**config.mk**
```make
export PLATFORM = sky130hd
export DESIGN_NAME = crossfade_sequencer_flat
export DESIGN_NICKNAME = d
export VERILOG_FILES = /design/src/rtl/crossfade_sequencer_if.sv /design/src/rtl/crossfade_sequencer.sv /design/src/flat_wrapper.sv
export SDC_FILE = /design/constraint.sdc
export NUM_CORES = 1
export LEC_CHECK = 0
export CORE_ASPECT_RATIO = 2
export CORE_MARGIN = 5
export CORE_UTILIZATION = 46
export CTS_CLUSTER_DIAMETER = 150
export CTS_CLUSTER_SIZE = 30
export DETAILED_ROUTE_END_ITERATION = 6
export PLACE_DENSITY = 0.73
export SLEW_MARGIN = 10
export SYNTH_ARGS = -nofsm -noshare
export SYNTH_HDL_FRONTEND = slang
export SYNTH_SLANG_ARGS = --single-unit
```
**constraint.sdc**
```tcl
create_clock -name clock -period 2.4 [get_ports clock]
set_input_delay 0.36 -clock clock [delete_from_list [all_inputs] [get_ports clock]]
set_output_delay 0.36 -clock clock [all_outputs]
set_load 0.01 [all_outputs]
```
**src/rtl/crossfade_sequencer_if.sv**
```systemverilog
// crossfade_sequencer_if
// Control and output bundle for the crossfade sequencer.
//   ready      sample strobe (one cycle per audio sample)
//   start      one-cycle fade request
//   direction  0 = fade toward track 2, 1 = fade toward track 1
//   rate       step period is (rate+1)*256 ready pulses
//   abort      one-cycle request to stop a fade and freeze the weights
//   freq_bass  lowest-band magnitude, sampled on ready
//   weight1/2  mixer weights, 0..16
//   busy       high while fading
//   done       one-cycle completion pulse
// master: the side driving the controls; slave: the sequencer.
interface crossfade_sequencer_if;
    logic       ready;
    logic       start;
    logic       direction;
    logic [3:0] rate;
    logic       abort;
    logic [7:0] freq_bass;
    logic [4:0] weight1;
    logic [4:0] weight2;
    logic       busy;
    logic       done;

    modport master (
        output ready, start, direction, rate, abort, freq_bass,
        input  weight1, weight2, busy, done
    );

    modport slave (
        input  ready, start, direction, rate, abort, freq_bass,
        output weight1, weight2, busy, done
    );
endinterface

```
**src/rtl/crossfade_sequencer.sv**
```systemverilog
// crossfade_sequencer
// Steps a pair of complementary mixer weights (w1, 16-w1) one unit per
// step period toward track 1 or track 2, with abort and a completion pulse.
// Ports:
//   clock  system clock
//   reset  synchronous, active-high
//   bus    crossfade_sequencer_if.slave (controls in, weights/status out)
// Parameters:
//   DUCK_THRESH  bass magnitude at or above which ducking triggers
//   DUCK_HOLD    ready pulses a duck lasts after its last trigger
// Build option:
//   BASS_DUCK_EN  when defined, loud bass halves both output weights for
//                 DUCK_HOLD ready pulses after the last loud sample.
module crossfade_sequencer #(
    parameter logic [7:0] DUCK_THRESH = 8'd192,
    parameter int         DUCK_HOLD   = 2400
) (
    input  logic                  clock,
    input  logic                  reset,
    crossfade_sequencer_if.slave  bus
);
    typedef enum logic [1:0] {IDLE, FADE, DONE} state_t;

    state_t      state;
    logic        dir_q;
    logic [3:0]  rate_q;
    logic [11:0] step_cnt;
    logic [4:0]  w1;
    logic [4:0] w1_next;
    logic        busy_q;
    logic        done_q;
    logic [4:0]  weight1_q;
    logic [4:0]  weight2_q;
    logic        step_fire;
    logic        ducked;
    logic [4:0]  fade_target;
    logic [4:0]  start_target;

    assign fade_target  = dir_q         ? 5'd16 : 5'd0;
    assign start_target = bus.direction ? 5'd16 : 5'd0;

    // A step lands on the ready pulse that ends a period. The bound test
    // keeps w1 inside 0..16 regardless of how the FSM got here.
    always_comb begin
        step_fire = (state == FADE) && !bus.abort && bus.ready &&
                    (step_cnt == {rate_q, 8'hFF}) &&
                    (dir_q ? (w1 < 5'd16) : (w1 > 5'd0));
        w1_next = w1;
        if (step_fire)
            w1_next = dir_q ? w1 + 5'd1 : w1 - 5'd1;
    end

    always_ff @(posedge clock) begin
        if (reset)
            w1 <= 5'd16;
        else
            w1 <= w1_next;
    end

    always_ff @(posedge clock) begin
        if (reset) begin
            state    <= IDLE;
            busy_q   <= 1'b0;
            done_q   <= 1'b0;
            step_cnt <= '0;
            dir_q    <= 1'b0;
            rate_q   <= '0;
        end else begin
            done_q <= 1'b0;
            case (state)
                IDLE: begin
                    if (bus.start && !bus.abort) begin
                        dir_q    <= bus.direction;
                        rate_q   <= bus.rate;
                        step_cnt <= '0;
                        if (w1 == start_target) begin
                            state  <= DONE;
                            done_q <= 1'b1;
                        end else begin
                            state  <= FADE;
                            busy_q <= 1'b1;
                        end
                    end
                end
                FADE: begin
                    // abort outranks both completion and stepping
                    if (bus.abort) begin
                        state  <= IDLE;
                        busy_q <= 1'b0;
                    end else if (w1 == fade_target) begin
                        state  <= DONE;
                        busy_q <= 1'b0;
                        done_q <= 1'b1;
                    end else if (bus.ready) begin
                        step_cnt <= step_fire ? 12'd0 : step_cnt + 12'd1;
                    end
                end
                DONE: begin
                    state <= IDLE;
                end
                default: begin
                    state  <= IDLE;
                    busy_q <= 1'b0;
                end
            endcase
        end
    end

`ifdef BASS_DUCK_EN
    localparam int DW = $clog2(DUCK_HOLD + 1);

    logic [DW-1:0] duck_cnt;
    logic [DW-1:0] duck_next;

    always_comb begin
        duck_next = duck_cnt;
        if (bus.ready) begin
            if (bus.freq_bass >= DUCK_THRESH)
                duck_next = DW'(DUCK_HOLD);
            else if (duck_cnt != '0)
                duck_next = duck_cnt - DW'(1);
        end
    end

    always_ff @(posedge clock) begin
        if (reset)
            duck_cnt <= '0;
        else
            duck_cnt <= duck_next;
    end

    // Use the next duck count so the halving appears alongside any step
    // from the same ready pulse.
    assign ducked = (duck_next != '0);
`else
    logic unused_duck;
    assign unused_duck = (^{bus.freq_bass, DUCK_THRESH}) ^ (DUCK_HOLD != 0);
    assign ducked      = 1'b0;
`endif

    // Outputs are registered from next-state values so a step is visible
    // the cycle after the ready pulse that caused it.
    always_ff @(posedge clock) begin
        if (reset) begin
            weight1_q <= 5'd16;
            weight2_q <= 5'd0;
        end else if (ducked) begin
            weight1_q <= w1_next >> 1;
            weight2_q <= (5'd16 - w1_next) >> 1;
        end else begin
            weight1_q <= w1_next;
            weight2_q <= 5'd16 - w1_next;
        end
    end

    assign bus.weight1 = weight1_q;
    assign bus.weight2 = weight2_q;
    assign bus.busy    = busy_q;
    assign bus.done    = done_q;
endmodule

```
**src/flat_wrapper.sv**
```systemverilog
// flat-port wrapper written by rule: the top's interface ports become plain ports
module crossfade_sequencer_flat 
#(
    parameter logic [7:0] DUCK_THRESH = 8'd192,
    parameter int         DUCK_HOLD   = 2400
)
  (clock, reset, bus_ready, bus_start, bus_direction, bus_rate, bus_abort, bus_freq_bass, bus_weight1, bus_weight2, bus_busy, bus_done);
  crossfade_sequencer_if bus_i ();
  input  logic clock;
  input  logic reset;
  input wire logic [$bits(bus_i.ready)-1:0] bus_ready;
  input wire logic [$bits(bus_i.start)-1:0] bus_start;
  input wire logic [$bits(bus_i.direction)-1:0] bus_direction;
  input wire logic [$bits(bus_i.rate)-1:0] bus_rate;
  input wire logic [$bits(bus_i.abort)-1:0] bus_abort;
  input wire logic [$bits(bus_i.freq_bass)-1:0] bus_freq_bass;
  output wire logic [$bits(bus_i.weight1)-1:0] bus_weight1;
  output wire logic [$bits(bus_i.weight2)-1:0] bus_weight2;
  output wire logic [$bits(bus_i.busy)-1:0] bus_busy;
  output wire logic [$bits(bus_i.done)-1:0] bus_done;
  assign bus_i.ready = bus_ready;
  assign bus_i.start = bus_start;
  assign bus_i.direction = bus_direction;
  assign bus_i.rate = bus_rate;
  assign bus_i.abort = bus_abort;
  assign bus_i.freq_bass = bus_freq_bass;
  assign bus_weight1 = bus_i.weight1;
  assign bus_weight2 = bus_i.weight2;
  assign bus_busy = bus_i.busy;
  assign bus_done = bus_i.done;
  crossfade_sequencer #(.DUCK_THRESH(DUCK_THRESH), .DUCK_HOLD(DUCK_HOLD)) u_core (.clock(clock), .reset(reset), .bus(bus_i));
endmodule
```
## Yosys cells after proc, flatten, opt, wreduce, memory -nomap -nowiden

Index checks and enable logic that the tools add are counted.

- $add $sub $neg: 4
- Order comparisons: 2
- Eq/ne operators: 11
- Muxes and demuxes: 26
- Bitwise logic cells: 1
- Reduce and logical (&&, ||, !) cells: 12

Operators by type and width:

| cell | count |
|---|---|
| 12-bit two-way mux | 5 |
| 12-bit case mux with 2 select lines | 1 |
| 5-bit two-way mux | 4 |
| 12-bit by 1-bit adder with 12-bit output (second input constant) | 1 |
| 12-bit == test | 1 |
| 5-bit == test | 2 |
| 1-bit two-way mux | 9 |
| 2-bit two-way mux | 4 |
| 2-bit inequality test (second input constant) | 4 |
| 5-bit by 1-bit adder with 5-bit output (second input constant) | 1 |
| 5-bit by 1-bit greater-than comparator with 1-bit output (second input constant) | 1 |
| 1-bit logical AND | 5 |
| 5-bit less-than comparator (second input constant) | 1 |
| 5-bit AND reduction | 1 |
| 5-bit by 1-bit subtractor with 5-bit output (second input constant) | 1 |
| 5-bit subtractor (first input constant) | 1 |
| 2-bit case mux with 2 select lines | 1 |
| 2-bit AND reduction | 2 |
| 4-bit AND reduction | 1 |
| 3-bit inequality test (second input constant) | 1 |
| 1-bit case mux with 3 select lines | 1 |
| 2-bit by 1-bit == test with 1-bit output (second input constant) | 1 |
| 2-bit == test (second input constant) | 1 |
| 2-bit zero test | 1 |
| 5 further kinds | 5 |

- Bits in registers: 31
- Output and inout bits: 12
- Word-level logic and storage cells: 64

## Logic depth before layout (Yosys ltp)

- Depth in word-level cells: 10
- Mapped depth: 12
- Mapped depth without buffers: 10

## Worst setup path after synthesis

OpenSTA, ideal clock, no wires.

- Path type: register to register
- Start point: reg u_core.step_cnt[0]
- End point: reg u_core.weight2_q[4] (netlist: u_core.bus.weight2[4])
- Library setup time: 0.091 ns
- Data arrival time: 2.525 ns
- Data required time: 2.309 ns
- Setup slack: -0.216 ns
- Cell stages (with the launch flop): 12
- Clock period less this slack: 2.616 ns
- Cell sequence: dfxtp_1 > ha_1 > and2_1 > clkbuf_1 > nand4_1 > nor4_2 > buf_4 > mux2i_1 > ha_1 > nand2_1 > or3_1 > a311oi_1

- Cells in the longest elaborated chain, start to end: 5

Ends and longest elaborated chain:

| element | RTL line | source |
|---|---|---|
| from (decl) | crossfade_sequencer.sv:27 | `logic [11:0] step_cnt;` |
| from (signal assigned) | crossfade_sequencer.sv:95 | `step_cnt <= step_fire ? 12'd0 : step_cnt + 12'd1;` |
| 12-bit == test | crossfade_sequencer.sv:46 | `(step_cnt == {rate_q, 8'hFF}) &&` |
| 1-bit logical AND | crossfade_sequencer.sv:45 | `step_fire = (state == FADE) && !bus.abort && bus.ready &&` |
| 1-bit logical AND | crossfade_sequencer.sv:46 |  |
| 5-bit two-way mux | crossfade_sequencer.sv:49 | `if (step_fire)` |
| 5-bit subtractor | n/a |  |
| to (signal assigned) | crossfade_sequencer.sv:149 | `weight2_q <= (5'd16 - w1_next) >> 1;` |
| to (signal assigned) | crossfade_sequencer.sv:152 | `weight2_q <= 5'd16 - w1_next;` |
| to (decl) | crossfade_sequencer.sv:33 | `logic [4:0] weight2_q;` |

No other way between the ends.
A chain may end at the register's enable or synchronous reset.

==> impl_metrics.env <==
export IMPL_status="complete, no violations"
export IMPL_crit_family="simple AND/OR/NAND/NOR gates"
export IMPL_slew_headroom_pct=69.8
export IMPL_reg2reg_from="u_core.bus.weight2[0]"
export IMPL_crit_end="u_core.bus.weight2[2]"
export IMPL_cp_num_cells=10
export IMPL_setup_violations_final=0
export IMPL_area_delta_synth_final_pct=34.1
export IMPL_hold_viol_final=0
export IMPL_yosysSeqAreaShare_pct=37.9
export IMPL_place_congestion=0.805
export IMPL_worst_path_most_repeated_cell="buf_4"
export IMPL_worst_r2r_setup_slack_ps=40
export IMPL_diodes=0
export IMPL_cp_max_fo=4
export IMPL_drt_pass1_iterations=4
export IMPL_skew_ps=4.19
export IMPL_p_leak_uw=0.000734
export IMPL_synth_top_cell_area_share_pct=37.9
export IMPL_hold_buffers=0
export IMPL_cts_made_buffers=5
export IMPL_min_path_type="reg -> reg"
export IMPL_rows=30
export IMPL_coreArea_mm2=0.00338
export IMPL_max_stage_delay_ps=540
export IMPL_ioPinCount=30
export IMPL_synthTopCellsByArea="dfxtp_1 (38%), xnor2_1 (9.9%), nand2_1 (5.9%)"
export IMPL_portBuffers=21
export IMPL_fin_ws_ps=36.6
export IMPL_required_ps=2570
export IMPL_path_clk_slew_ps=60
export IMPL_worst_slew_pin_slew_ps=450
export IMPL_grt_max_degree=15
export IMPL_startpoint="u_core.bus.weight2[0]"
export IMPL_design_die_area_mm2=0.00479
export IMPL_seqCellArea_um2=613
export IMPL_path_buf_inv=2
export IMPL_grt_pass1_wl_mm=6.92
export IMPL_cellPowerDensity_mw_per_mm2=466
export IMPL_vias=1511
export IMPL_yosys_area_top_type="dfxtp_1"
export IMPL_routed_wl_mm=4.04
export IMPL_drt_iter0_drc=29
export IMPL_crit_path_top_delay_cell="or4_4"
export IMPL_synth_area_mm2=0.00159
export IMPL_grt_pass1_vias=1633
export IMPL_ant_nets=0
export IMPL_max_freq_mhz=423
export IMPL_fin_nets=252
export IMPL_wl_per_cell_um=15.6
export IMPL_rsz0062_at_grt="true"
export IMPL_routed_via_density=5.81
export IMPL_peakVddDrop_mv=0.270
export IMPL_multi_input_area_um2=997
export IMPL_track_usage_pct=18.9
export IMPL_worstSkewPairLatency_ps=280
export IMPL_netlist_cell_type_count=43
export IMPL_layout_common_cells="nand2_1 (25), buf_4 (25), nor2_1 (22), dfxtp_1 (22), clkdlybuf4s50_1 (21)"
export IMPL_clock_sink_count=30
export IMPL_htree_num_levels=2
export IMPL_initial_core_util_pct=47.0
export IMPL_startpoint_type="register"
export IMPL_finalPower_uw=992
export IMPL_drive_gt1_share_pct=21.9
export IMPL_rr_worst_depth=10
export IMPL_reg2reg_to="u_core.bus.weight2[2]"
export IMPL_worstPathCellList="or4_4 -> o21ai_2 -> nor4_2 -> buf_4 -> mux2i_4 -> ha_4 -> buf_4 -> nand2_1 -> a211oi_1 -> a311o_1"
export IMPL_clockBufferDepth=2
export IMPL_slew_viol_final=0
export IMPL_min_period_over_period_pct=98.5
export IMPL_cp_arrival_ps=2530
export IMPL_clock_tree_root_cell="clkbuf_8"
export IMPL_cts_tree="built"
export IMPL_end_kind="register"
export IMPL_die_width_um=51.5
export IMPL_die_h_um=93.1
export IMPL_fin_crit_ps=2360
export IMPL_place_ws_ps=-192
export IMPL_netlist_instances=184
export IMPL_nFillCells=296
export IMPL_ys_ff_latch=30
export IMPL_syn_num_nets=208
export IMPL_cap_violations=0
export IMPL_drc=0
export IMPL_path_class="reg -> reg"
export IMPL_hpwlAfterDp_mm=3.11
export IMPL_grt_overflow=0
export IMPL_antenna_found_initial=0
export IMPL_ys_warn_count=0
export IMPL_syn_avg_cell_area_um2=8.62
==> worst reg2reg max path, cell delays in order, from the launching register on <==
cell and delay, ps:
dfxtp_2 320, or4_4 540, o21ai_2 200, nor4_2 70
buf_4 170, mux2i_4 200, ha_4 180, buf_4 130
nand2_1 60, a211oi_1 60, a311o_1 320
==> metrics by stage <==
stage                     hold slack, ps  instances  area [um^2]  utilization, %  TNS, ps
after detailed placement             461        251         1980            58.6     -319
after CTS                            470        259         2070            61.4        0
after global placement               447        251         1980            58.6     -248
after global routing                 498        260         2130            63.0     -104
after floorplan                      436        184         1610               -     -127
final                                461        260         2130            63.0        0
==> cell usage after synthesis <==
| library cell | instances |
|---|---|
| o21ai_2 | 1 |
| xnor2_1 | 18 |
| nor4_2 | 1 |
| or4_1 | 1 |
| o21ai_0 | 3 |
| a21oi_1 | 14 |
| xor2_1 | 3 |
| buf_4 | 4 |
| nor4bb_1 | 1 |
| and2_0 | 1 |
| or2_2 | 1 |
| nand4_1 | 4 |
| nor3_1 | 1 |
| and4_1 | 1 |
| a2111oi_1 | 1 |
| nor2_1 | 23 |
| o2111ai_2 | 1 |
| nand2b_1 | 2 |
| a21o_1 | 1 |
| nor4b_1 | 2 |
| a211o_1 | 1 |
| a311o_1 | 1 |
| nor4_1 | 2 |
| ha_1 | 5 |
| nand2_1 | 25 |
| o211ai_1 | 1 |
| a311oi_1 | 2 |
| fa_1 | 1 |
| nor2b_1 | 3 |
| and2_1 | 1 |
| a22oi_1 | 2 |
| o31ai_1 | 1 |
| inv_1 | 1 |
| clkbuf_2 | 1 |
| mux2i_1 | 2 |
| xor2_2 | 1 |
| o31a_1 | 1 |
| nand3b_1 | 2 |
| or3_1 | 1 |
| clkbuf_1 | 4 |
| a211oi_1 | 7 |
| dfxtp_1 | 30 |
| nand3_1 | 5 |
==> power breakdown <==
part / switching [uW] / internal (uW) / total [uW]
clock: 173 / 199 / 372
combinational: 56.1 / 48.5 / 105
sequential: 8.11 / 507 / 515
==> worst min path at each step <==
| stage | startpoint | endpoint | slack, ps | depth (start not counted) |
|---|---|---|---|---|
| 6_report | u_core.bus.busy | u_core.bus.busy | 460 | 2 |
| 5_1_grt | u_core.rate_q[3] | u_core.rate_q[3] | 500 | 2 |
| 4_1_cts | u_core.bus.busy | u_core.bus.busy | 470 | 2 |
| 3_5_place_dp | u_core.bus.busy | u_core.bus.busy | 460 | 2 |
| 3_3_place_gp | u_core.bus.busy | u_core.bus.busy | 450 | 2 |
| 2_1_floorplan | u_core.state[1] | u_core.bus.done | 440 | 1 |
==> per-layer routing <==
layer	vias up	share of wire [%]	global-route usage [%]
met5	-	0	0
met4	0	3.6	11.2
met3	14	3.1	4.47
met2	32	59	35.2
met1	732	35	17.7
li1	733	-	-
==> repair_timing <==
item	CTS	global route
resized for setup	2	12
setup endpoints to repair	2	2
pin swaps	0	4
buffers inserted	1	1
==> cell families after synthesis <==
kind of cell | after synthesis | synth area share (%)
DFF | 30 | 37.9
xor gates and xnor gates | 22 | 12.6
and+or+nand+nor | 77 | 23.7
adders and majority gates | 6 | 5.21
AOI/OAI and AO/OA | 37 | 16.0
muxes | 2 | 1.26
buffers and inverters | 10 | 3.39
==> sequential cells by signal (all words and copies together) (netlist names) <==
| signal | count |
|---|---|
| u_core.step_cnt | 12 |
| u_core.w1 | 4 |
| u_core.bus.busy | 1 |
| u_core.state | 2 |
| u_core.rate_q | 4 |
| u_core.bus.done | 1 |
| u_core.dir_q | 1 |
| u_core.bus.weight2 | 5 |
==> cell type report <==
cell class	instances	area share (%)
tap	32	1.88
clock buffer	7	3.59
sequential	30	28.8
inverter	1	0.176
multi-input combinational	144	46.9
timing repair buffer	46	18.7
Power figures use the tool's default switching activity.
